==> src/rtl/interp_pkg.sv <==
// Shared types and constants for the linear-interpolation upsampler.
// Build option: LINEAR_INTERP_ROUND_EN selects round-half-up interpolation in interp_datapath.
package interp_pkg;

    localparam int unsigned SampleW     = 16;
    localparam int unsigned RatioLogMin = 1;
    localparam int unsigned RatioLogMax = 8;

    typedef enum logic [1:0] {
        StIdle,
        StFill,
        StRun,
        StHold
    } state_e;

endpackage

==> src/rtl/interp_datapath.sv <==
// Combinational interpolator: y = p0 + ((p1 - p0) * k) >>> G_RATIO_LOG.
// LINEAR_INTERP_ROUND_EN adds half an LSB of the shift before flooring (round half up).
module interp_datapath
    import interp_pkg::*;
#(
    parameter int unsigned G_RATIO_LOG = 2
) (
    input  logic signed [SampleW-1:0]     p0,
    input  logic signed [SampleW-1:0]     p1,
    input  logic        [G_RATIO_LOG-1:0] k,
    output logic signed [SampleW-1:0]     y
);

    localparam int unsigned ProdW = SampleW + 1 + G_RATIO_LOG;

    logic signed [SampleW:0]  diff;
    logic signed [ProdW-1:0]  diff_x;
    logic signed [ProdW-1:0]  k_x;
    logic signed [ProdW-1:0]  prod;
    logic signed [ProdW-1:0]  biased;
    logic signed [ProdW-1:0]  shifted;
    logic signed [ProdW-1:0]  sum;
    logic                     unused_sum_msb;

    always_comb begin
        diff   = {p1[SampleW-1], p1} - {p0[SampleW-1], p0};
        diff_x = {{G_RATIO_LOG{diff[SampleW]}}, diff};
        k_x    = {{(ProdW - G_RATIO_LOG){1'b0}}, k};
        prod   = diff_x * k_x;
`ifdef LINEAR_INTERP_ROUND_EN
        biased = prod + (ProdW'(1) << (G_RATIO_LOG - 1));
`else
        biased = prod;
`endif
        shifted = biased >>> G_RATIO_LOG;
        // Result always lies between p0 and p1, so the low bits are exact.
        sum     = {{(ProdW - SampleW){p0[SampleW-1]}}, p0} + shifted;
        y       = sum[SampleW-1:0];
    end

    assign unused_sum_msb = ^sum[ProdW-1:SampleW];

endmodule

==> src/rtl/linear_interp_upsampler.sv <==
// Upsamples by 2^G_RATIO_LOG using linear interpolation between consecutive input samples.
// Build option: LINEAR_INTERP_ROUND_EN (rounding in interp_datapath).
module linear_interp_upsampler
    import interp_pkg::*;
#(
    parameter int unsigned G_RATIO_LOG = 2
) (
    input  logic                      Clk,
    input  logic                      Reset,
    input  logic                      Flush,
    input  logic signed [SampleW-1:0] InData,
    input  logic                      InValid,
    output logic                      InReady,
    output logic signed [SampleW-1:0] OutData,
    output logic                      OutValid,
    output logic                      Underrun
);

    if (G_RATIO_LOG < RatioLogMin || G_RATIO_LOG > RatioLogMax) begin : gen_param_err
        $error("G_RATIO_LOG out of range");
    end

    localparam logic [G_RATIO_LOG-1:0] KLast = '1;

    state_e                   state_q, state_d;
    logic signed [SampleW-1:0] nxt_q, nxt_d;
    logic                     nxt_full_q, nxt_full_d;
    logic signed [SampleW-1:0] p0_q, p0_d, p1_q, p1_d;
    logic [G_RATIO_LOG-1:0]   k_q, k_d;
    logic signed [SampleW-1:0] out_data_q, out_data_d;
    logic                     out_valid_q, out_valid_d;
    logic                     underrun_q, underrun_d;
    logic                     accept, consume;
    logic signed [SampleW-1:0] y;

    interp_datapath #(
        .G_RATIO_LOG (G_RATIO_LOG)
    ) u_datapath (
        .p0 (p0_q),
        .p1 (p1_q),
        .k  (k_q),
        .y  (y)
    );

    assign InReady  = ~nxt_full_q;
    assign accept   = InValid & ~nxt_full_q;
    assign OutData  = out_data_q;
    assign OutValid = out_valid_q;
    assign Underrun = underrun_q;

    always_comb begin
        state_d     = state_q;
        p0_d        = p0_q;
        p1_d        = p1_q;
        k_d         = k_q;
        consume     = 1'b0;
        out_valid_d = 1'b0;
        out_data_d  = out_data_q;
        underrun_d  = underrun_q;

        unique case (state_q)
            StIdle: begin
                if (nxt_full_q) begin
                    p1_d    = nxt_q;
                    consume = 1'b1;
                    state_d = StFill;
                end
            end
            StFill: begin
                if (nxt_full_q) begin
                    p0_d    = p1_q;
                    p1_d    = nxt_q;
                    k_d     = '0;
                    consume = 1'b1;
                    state_d = StRun;
                end
            end
            StRun: begin
                out_valid_d = 1'b1;
                out_data_d  = y;
                k_d         = k_q + 1'b1;
                if (k_q == KLast) begin
                    if (nxt_full_q) begin
                        p0_d    = p1_q;
                        p1_d    = nxt_q;
                        consume = 1'b1;
                    end else begin
                        state_d = StHold;
                    end
                end
            end
            StHold: begin
                out_valid_d = 1'b1;
                out_data_d  = p1_q;
                underrun_d  = 1'b1;
                if (nxt_full_q) begin
                    p0_d    = p1_q;
                    p1_d    = nxt_q;
                    k_d     = '0;
                    consume = 1'b1;
                    state_d = StRun;
                end
            end
            default: state_d = StIdle;
        endcase

        nxt_full_d = (nxt_full_q & ~consume) | accept;
        nxt_d      = accept ? InData : nxt_q;

        // Flush overrides every transition above, including a same-cycle accept.
        if (Flush) begin
            state_d     = StIdle;
            nxt_full_d  = 1'b0;
            p0_d        = '0;
            p1_d        = '0;
            k_d         = '0;
            out_valid_d = 1'b0;
            out_data_d  = '0;
            underrun_d  = 1'b0;
        end
    end

    always_ff @(posedge Clk or negedge Reset) begin
        if (!Reset) begin
            state_q     <= StIdle;
            nxt_q       <= '0;
            nxt_full_q  <= 1'b0;
            p0_q        <= '0;
            p1_q        <= '0;
            k_q         <= '0;
            out_data_q  <= '0;
            out_valid_q <= 1'b0;
            underrun_q  <= 1'b0;
        end else begin
            state_q     <= state_d;
            nxt_q       <= nxt_d;
            nxt_full_q  <= nxt_full_d;
            p0_q        <= p0_d;
            p1_q        <= p1_d;
            k_q         <= k_d;
            out_data_q  <= out_data_d;
            out_valid_q <= out_valid_d;
            underrun_q  <= underrun_d;
        end
    end

endmodule

==> config.mk <==
export PLATFORM = sky130hd
export DESIGN_NAME = linear_interp_upsampler
export DESIGN_NICKNAME = d
export VERILOG_FILES = /design/src/rtl/interp_pkg.sv /design/src/rtl/interp_datapath.sv /design/src/rtl/linear_interp_upsampler.sv
export SDC_FILE = /design/constraint.sdc
export NUM_CORES = 1
export LEC_CHECK = 0
export ABC_AREA = 1
export BUFFER_PORTS_ARGS = -buffer_cell sky130_fd_sc_hd__buf_2
export CELL_PAD_IN_SITES_DETAIL_PLACEMENT = 2
export CELL_PAD_IN_SITES_GLOBAL_PLACEMENT = 2
export CORE_ASPECT_RATIO = 1.25
export CORE_MARGIN = 1.5
export CORE_UTILIZATION = 35
export DETAILED_ROUTE_END_ITERATION = 7
export PLACE_DENSITY_LB_ADDON = 0.1
export SETUP_SLACK_MARGIN = 0.2
export SLEW_MARGIN = 5
export SYNTH_ARGS = -nofsm -noshare
export SYNTH_HDL_FRONTEND = slang
export SYNTH_SLANG_ARGS = --single-unit
==> constraint.sdc <==
create_clock -name Clk -period 10.6 [get_ports Clk]
set_input_delay 3.18 -clock Clk [delete_from_list [all_inputs] [get_ports Clk]]
set_output_delay 3.18 -clock Clk [all_outputs]
set_load 0.05 [all_outputs]
Word level (Yosys, flattened, before mapping)
Cells that the tools add are included. W data, S select, Z words.

Equal/unequal tests: 8. Multiply operators: 1. Mux-type cells: 27. Add/sub/neg operators: 3. Reductions and logical operators: 10. Bitwise gates (word level): 5.

Operators with widths (number): $mux W16 (7); $pmux W16 S2 (3); $mul A17 B3 Y18 (1); $sub A16 B16 Y17 (1); $add A16 B16 Y16 (1); $mux W2 (7); $ne A3 B3 Y1 const B (3); $mux W1 (7); $eq A2 B2 Y1 const B (3); $pmux W2 S3 (1); $reduce_bool A3 Y1 (2); $pmux W2 S2 (1); $reduce_and A2 Y1 (2); $reduce_and A4 Y1 (1); $reduce_or A2 Y1 (2); $ne A3 B1 Y1 const B (1); $reduce_or A3 Y1 (1); $add A2 B1 Y2 const B (1); $and A1 B1 Y1 (2); $eq A2 B1 Y1 const B (1); $logic_not A2 Y1 (1); $not A1 Y1 (2); $pmux W1 S2 (1); $reduce_bool A2 Y1 (1); $or A1 B1 Y1 (1).

Flip-flop bits (word level): 71. Word-level logic and storage cells: 63. Output and inout bits: 19. Input bits: 20.

Longest topological paths before layout
Word-level depth: 7. Gate-level depth with buffers: 33. Gate-level depth less buffers: 33.

By module
Synthesis repeated with hierarchy kept, for this count alone.

Cells, all modules: 776. Area total of the unflattened synthesis: 5814.3 sq um.

By module, submodules not included: linear_interp_upsampler (instances 1, area an instance 3200.6 sq um, sequential area each 1776.7 sq um, cells each 363); interp_datapath (instances 1, area an instance 2613.8 sq um, sequential area each 0.0 sq um, cells each 413).

Least setup slack after synthesis
Ideal clock, no wire load.

Path type: in2reg. From: input port Flush. To: register p1_q[8]. Cell stages on the path: 8. Arrival time: 4224 ps. Setup time: 129 ps. Setup slack: 6247 ps. Required time: 10471 ps. Path buffers: 2. Cell sequence: buf_2 > nor2_1 > inv_1 > nor3_4 > inv_2 > nand2_1 > buf_2 > o21ai_0.

Word-level cells in the longest chain between the ends: 1. Elaborated cells on any way between the ends: 2. Classes of those cells: eq/ne (1); mux (1).

RTL lines: start, declared (RTL line linear_interp_upsampler.sv:10) `input logic Flush,`; $ne A3 B3 Y1 (no source line) / $mux W16 (equally long branches); end signal, assigned (RTL line linear_interp_upsampler.sv:139) `p1_q <= p1_d;`; end, declared (RTL line linear_interp_upsampler.sv:28) `logic signed [SampleW-1:0] p0_q, p0_d, p1_q, p1_d;`.

Parallel ways exist; a longest one is shown, timed or not. A chain may end at the register's enable or synchronous reset.

Final worst setup path
From: register p1_q[0]. To: register out_data_q[15], in the netlist OutData[15].

Word-level cells in the longest chain between the ends: 5.

RTL lines: $sub A16 B16 Y17 (RTL line interp_datapath.sv:26) `diff = {p1[SampleW-1], p1} - {p0[SampleW-1], p0};`; $mul A17 B3 Y18 (RTL line interp_datapath.sv:29) `prod = diff_x * k_x;`; $add A16 B16 Y16 (RTL line interp_datapath.sv:37) `sum = {{(ProdW - SampleW){p0[SampleW-1]}}, p0} + shifted;`; $pmux W16 S2 (RTL line linear_interp_upsampler.sv:61) `unique case (state_q)`; $mux W16 (RTL line linear_interp_upsampler.sv:111) `if (Flush) begin`; end signal, assigned (RTL line linear_interp_upsampler.sv:141) `out_data_q <= out_data_d;`; end, declared (RTL line linear_interp_upsampler.sv:30) `logic signed [SampleW-1:0] out_data_q, out_data_d;`.

No other way between the ends.

==> out/results.tsv <==
stage	metric	value	unit
worst_setup_path	cp.arrival	5.68	ns
die	core	15500	µm²
routing	dr.pass1.iters	4	
routing	drtIter0Drc	151	
final_layout	fillers	1831	
synthesis	synth-seq-area-share	32.3	%
cts	cts_tree	built	
cts	cts_buffer_depth	2	
sta	setup_viol	0	
grt	grt_max_degree	72	
sta	hold_viol	0	
placed_design	place.port_buffers	38	
pwr	vdd.ir_drop.worst	0.0000982	V
synthesis	ys_seq_elements	71	
die	fp-row-count	51	
routing	drc	0	
final_layout	utilization	40.1	%
worst_setup_path	rrSetupSlack	5.19	ns
routing	via_per_inst	5.22	
die	die_y	143	µm
cts	post_cts_buffers	0	
synthesis	ys_warn_count	0	
worst_setup_path	critical_path.startpoint	p1_q[0]	
worst_setup_path	setup.worst_path.end_class	flop	
pwr	powerDensity	241	nW/µm²
worst_setup_path	cp_max_fo	4	
routing	vias	5015	
final_layout	fin_nets	831	
final_layout	num_antenna_cells	0	
synthesis	synth_compound_area_share	17.1	%
synthesis	synthFlopType	dfrtp_1	
routing	routed_wl	17.7	mm
cts	cts.htree.levels	3	
die	dieArea	16500	µm²
synthesis	synthArstFlopShare	100	%
sta	finalClockSkew	0.00534	ns
placed_design	gp_congestion	0.883	
min_path	min_path_type	reg2reg	
cts	cts_hold_buffers	0	
synthesis	synthSimpleGateAreaFrac	20.5	%
pwr	leakage	3.23	nW
worst_setup_path	slowest_delay	0.44	ns
synthesis	ys_types	49	
placed_design	dpl.hpwl	14.3	mm
min_path	hold-path-cell-count	2	
sta	fin_tns_setup	0	ns
routing	ant_nets	0	
worst_setup_path	cpMaxStageDelayCell	a211oi_1	
synthesis	synth_edf_count	0	
grt	grt_antenna_before_repair	0	
grt	grt_pass1_wl	29.2	mm
worst_setup_path	start_kind	flop	
synthesis	synth_xor_area_share	5.57	%
worst_setup_path	worstSetupPathType	reg2reg	
min_path	min-delay-start	OutData[3]	
sta	worstMarginPinSlew	1.18	ns
final_layout	stdcell_count	960	
worst_setup_path	path_buf_inv	5	
routing	avgRoutedWirePerCell	18.5	µm
cts	cts-buffers-inserted	9	
worst_setup_path	rr_worst_depth	29	
synthesis	syn_area	5500	µm²
synthesis	postSynthCellCount	709	
worst_setup_path	r2r_end	OutData[15]	
synthesis	synth_adder_area_share	15.9	%
sta	period_minus_slack	5.41	ns
sta	maxSlewHeadroom	20.8	%
synthesis	avgSynthCellArea	7.76	µm²
cts	clk_pin_slew	0.06	ns
placed_design	dp.cells	944	
worst_setup_path	cp.required	10.87	ns
sta	fmax	0.185	GHz
grt	grt_pass1_vias	5602	
final_layout	final_cell_mix	nand2_1 (107), inv_1 (88), nor2_1 (76), dfrtp_1 (71), ha_1 (65)	
worst_setup_path	cpLargestDelayFamily	adder cells	
sta	maxSlewViolCount	0	
synthesis	syn_nets	797	
synthesis	muxShareOfSynthArea	1.02	%
final_layout	syn2layout_area_growth	12.9	%
flow_run	drv_cap	0	
final_layout	final_common_cell	nand2_1	
sta	finalCritPeriodShare	51.1	%
status	status	finished clean	
sta	rsz0062_at_grt	no	
die	io_pins	39	
grt	gr-total-overflow	0	
cts	cts_resized	0	
grt	grtUsageTotal	23.0	%
worst_setup_path	regToRegStartpoint	p1_q[0]	
min_path	holdPathEnd	OutData[3]	
final_layout	drive_above_1_share	11.1	%
cts	clock_sinks	71	
die	die_x	115	µm
cts	cts-root-buf	clkbuf_16	
die	start_util	35.5	%
synthesis	synth_top_family_by_area	simple AND/OR/NAND/NOR gates	
worst_setup_path	cp_common_cell	nand2_1	
cts	worstSkewPairLatency	0.33	ns
[Yosys cell counts (5+ instances only)]
library cell | number | area [µm²]
xnor2_1 | 12 | 105
a21oi_1 | 62 | 310
a31oi_1 | 5 | 31.3
o22ai_1 | 9 | 56.3
nor2_1 | 76 | 285
nand2_2 | 6 | 37.5
ha_1 | 65 | 813
mux2_2 | 5 | 56.3
nand3_1 | 50 | 250
nand2_1 | 107 | 402
clkbuf_1 | 7 | 26.3
inv_1 | 88 | 330
xor2_1 | 23 | 201
buf_2 | 7 | 35.0
o21ai_0 | 52 | 260
dfrtp_1 | 71 | 1780
nor3_1 | 5 | 25.0
[stage by stage]
stage / hold WS [ns] / cell area (µm²) / power [W] / worst slack [ns]
finish: 0.478 / 6210 / 0.00150 / 5.19
global route: 0.516 / 6210 / 0.00162 / 4.79
CTS: 0.488 / 6210 / 0.00151 / 5.14
detailed placement: 0.470 / 5890 / 0.00116 / 5.22
global placement: 0.458 / 5890 / 0.00113 / 5.35
floorplan: 0.472 / 5500 / 0.000922 / 6.25
[worst max path at each step]
stage / to / slack, ns / depth (start not counted)
after detailed placement: OutData[15] / 5.22 / 29
after global placement: OutData[15] / 5.35 / 27
after CTS: OutData[15] / 5.14 / 29
after floorplan: p1_q[8] / 6.25 / 8
final: OutData[15] / 5.19 / 29
after global routing: OutData[15] / 4.79 / 32
[worst register-to-register path, delay by kind of cell, from the launching register on]
family / cells / cell delay (ns)
adder cells (fa/ha/maj): 5 / 1.65
AND/OR/NAND/NOR: 14 / 1.62
AO/OA/AOI/OAI: 3 / 0.86
buffers and inverters: 5 / 0.45
XOR/XNOR: 2 / 0.41
flip-flops: 1 / 0.35
[cell type report]
class | instances | area, µm² | area share, %
sequential | 71 | 1780 | 28.6
clock inverter | 7 | 96.3 | 1.55
clock buffer | 9 | 225 | 3.63
tap | 212 | 265 | 4.27
timing repair buffer | 39 | 200 | 3.22
inverter | 92 | 345 | 5.56
multi-input combinational | 530 | 3300 | 53.2
[flip-flops by register name (all words and copies together), names as in the netlist]
name and flops:
OutData 16, nxt_q 16, p0_q 16, p1_q 16, k_q 2, state_q 2, OutValid 1, Underrun 1
nxt_full_q 1
[per-layer routing]
metal  track usage, %  part of all wire, %
met2             43.5                   53
met1             27.8                   45
met4             5.13                  1.3
met3             2.08                  1.4
met5                0                    0
[power breakdown]
group	switching (W)	internal [W]
clock network	0.000122	0.000207
registers	0.0000236	0.000297
logic	0.000566	0.000282
[kinds of logic (layout without fill, tap and decap cells)]
family,Yosys count,count (layout)
DFF,71,71
muxes,5,5
adders and majority gates,68,68
buffers and inverters,108,147
AOI/OAI and AO/OA,162,162
and+or+nand+nor,260,260
xor gates and xnor gates,35,35
No activity file was read; power rests on OpenSTA's default activity.
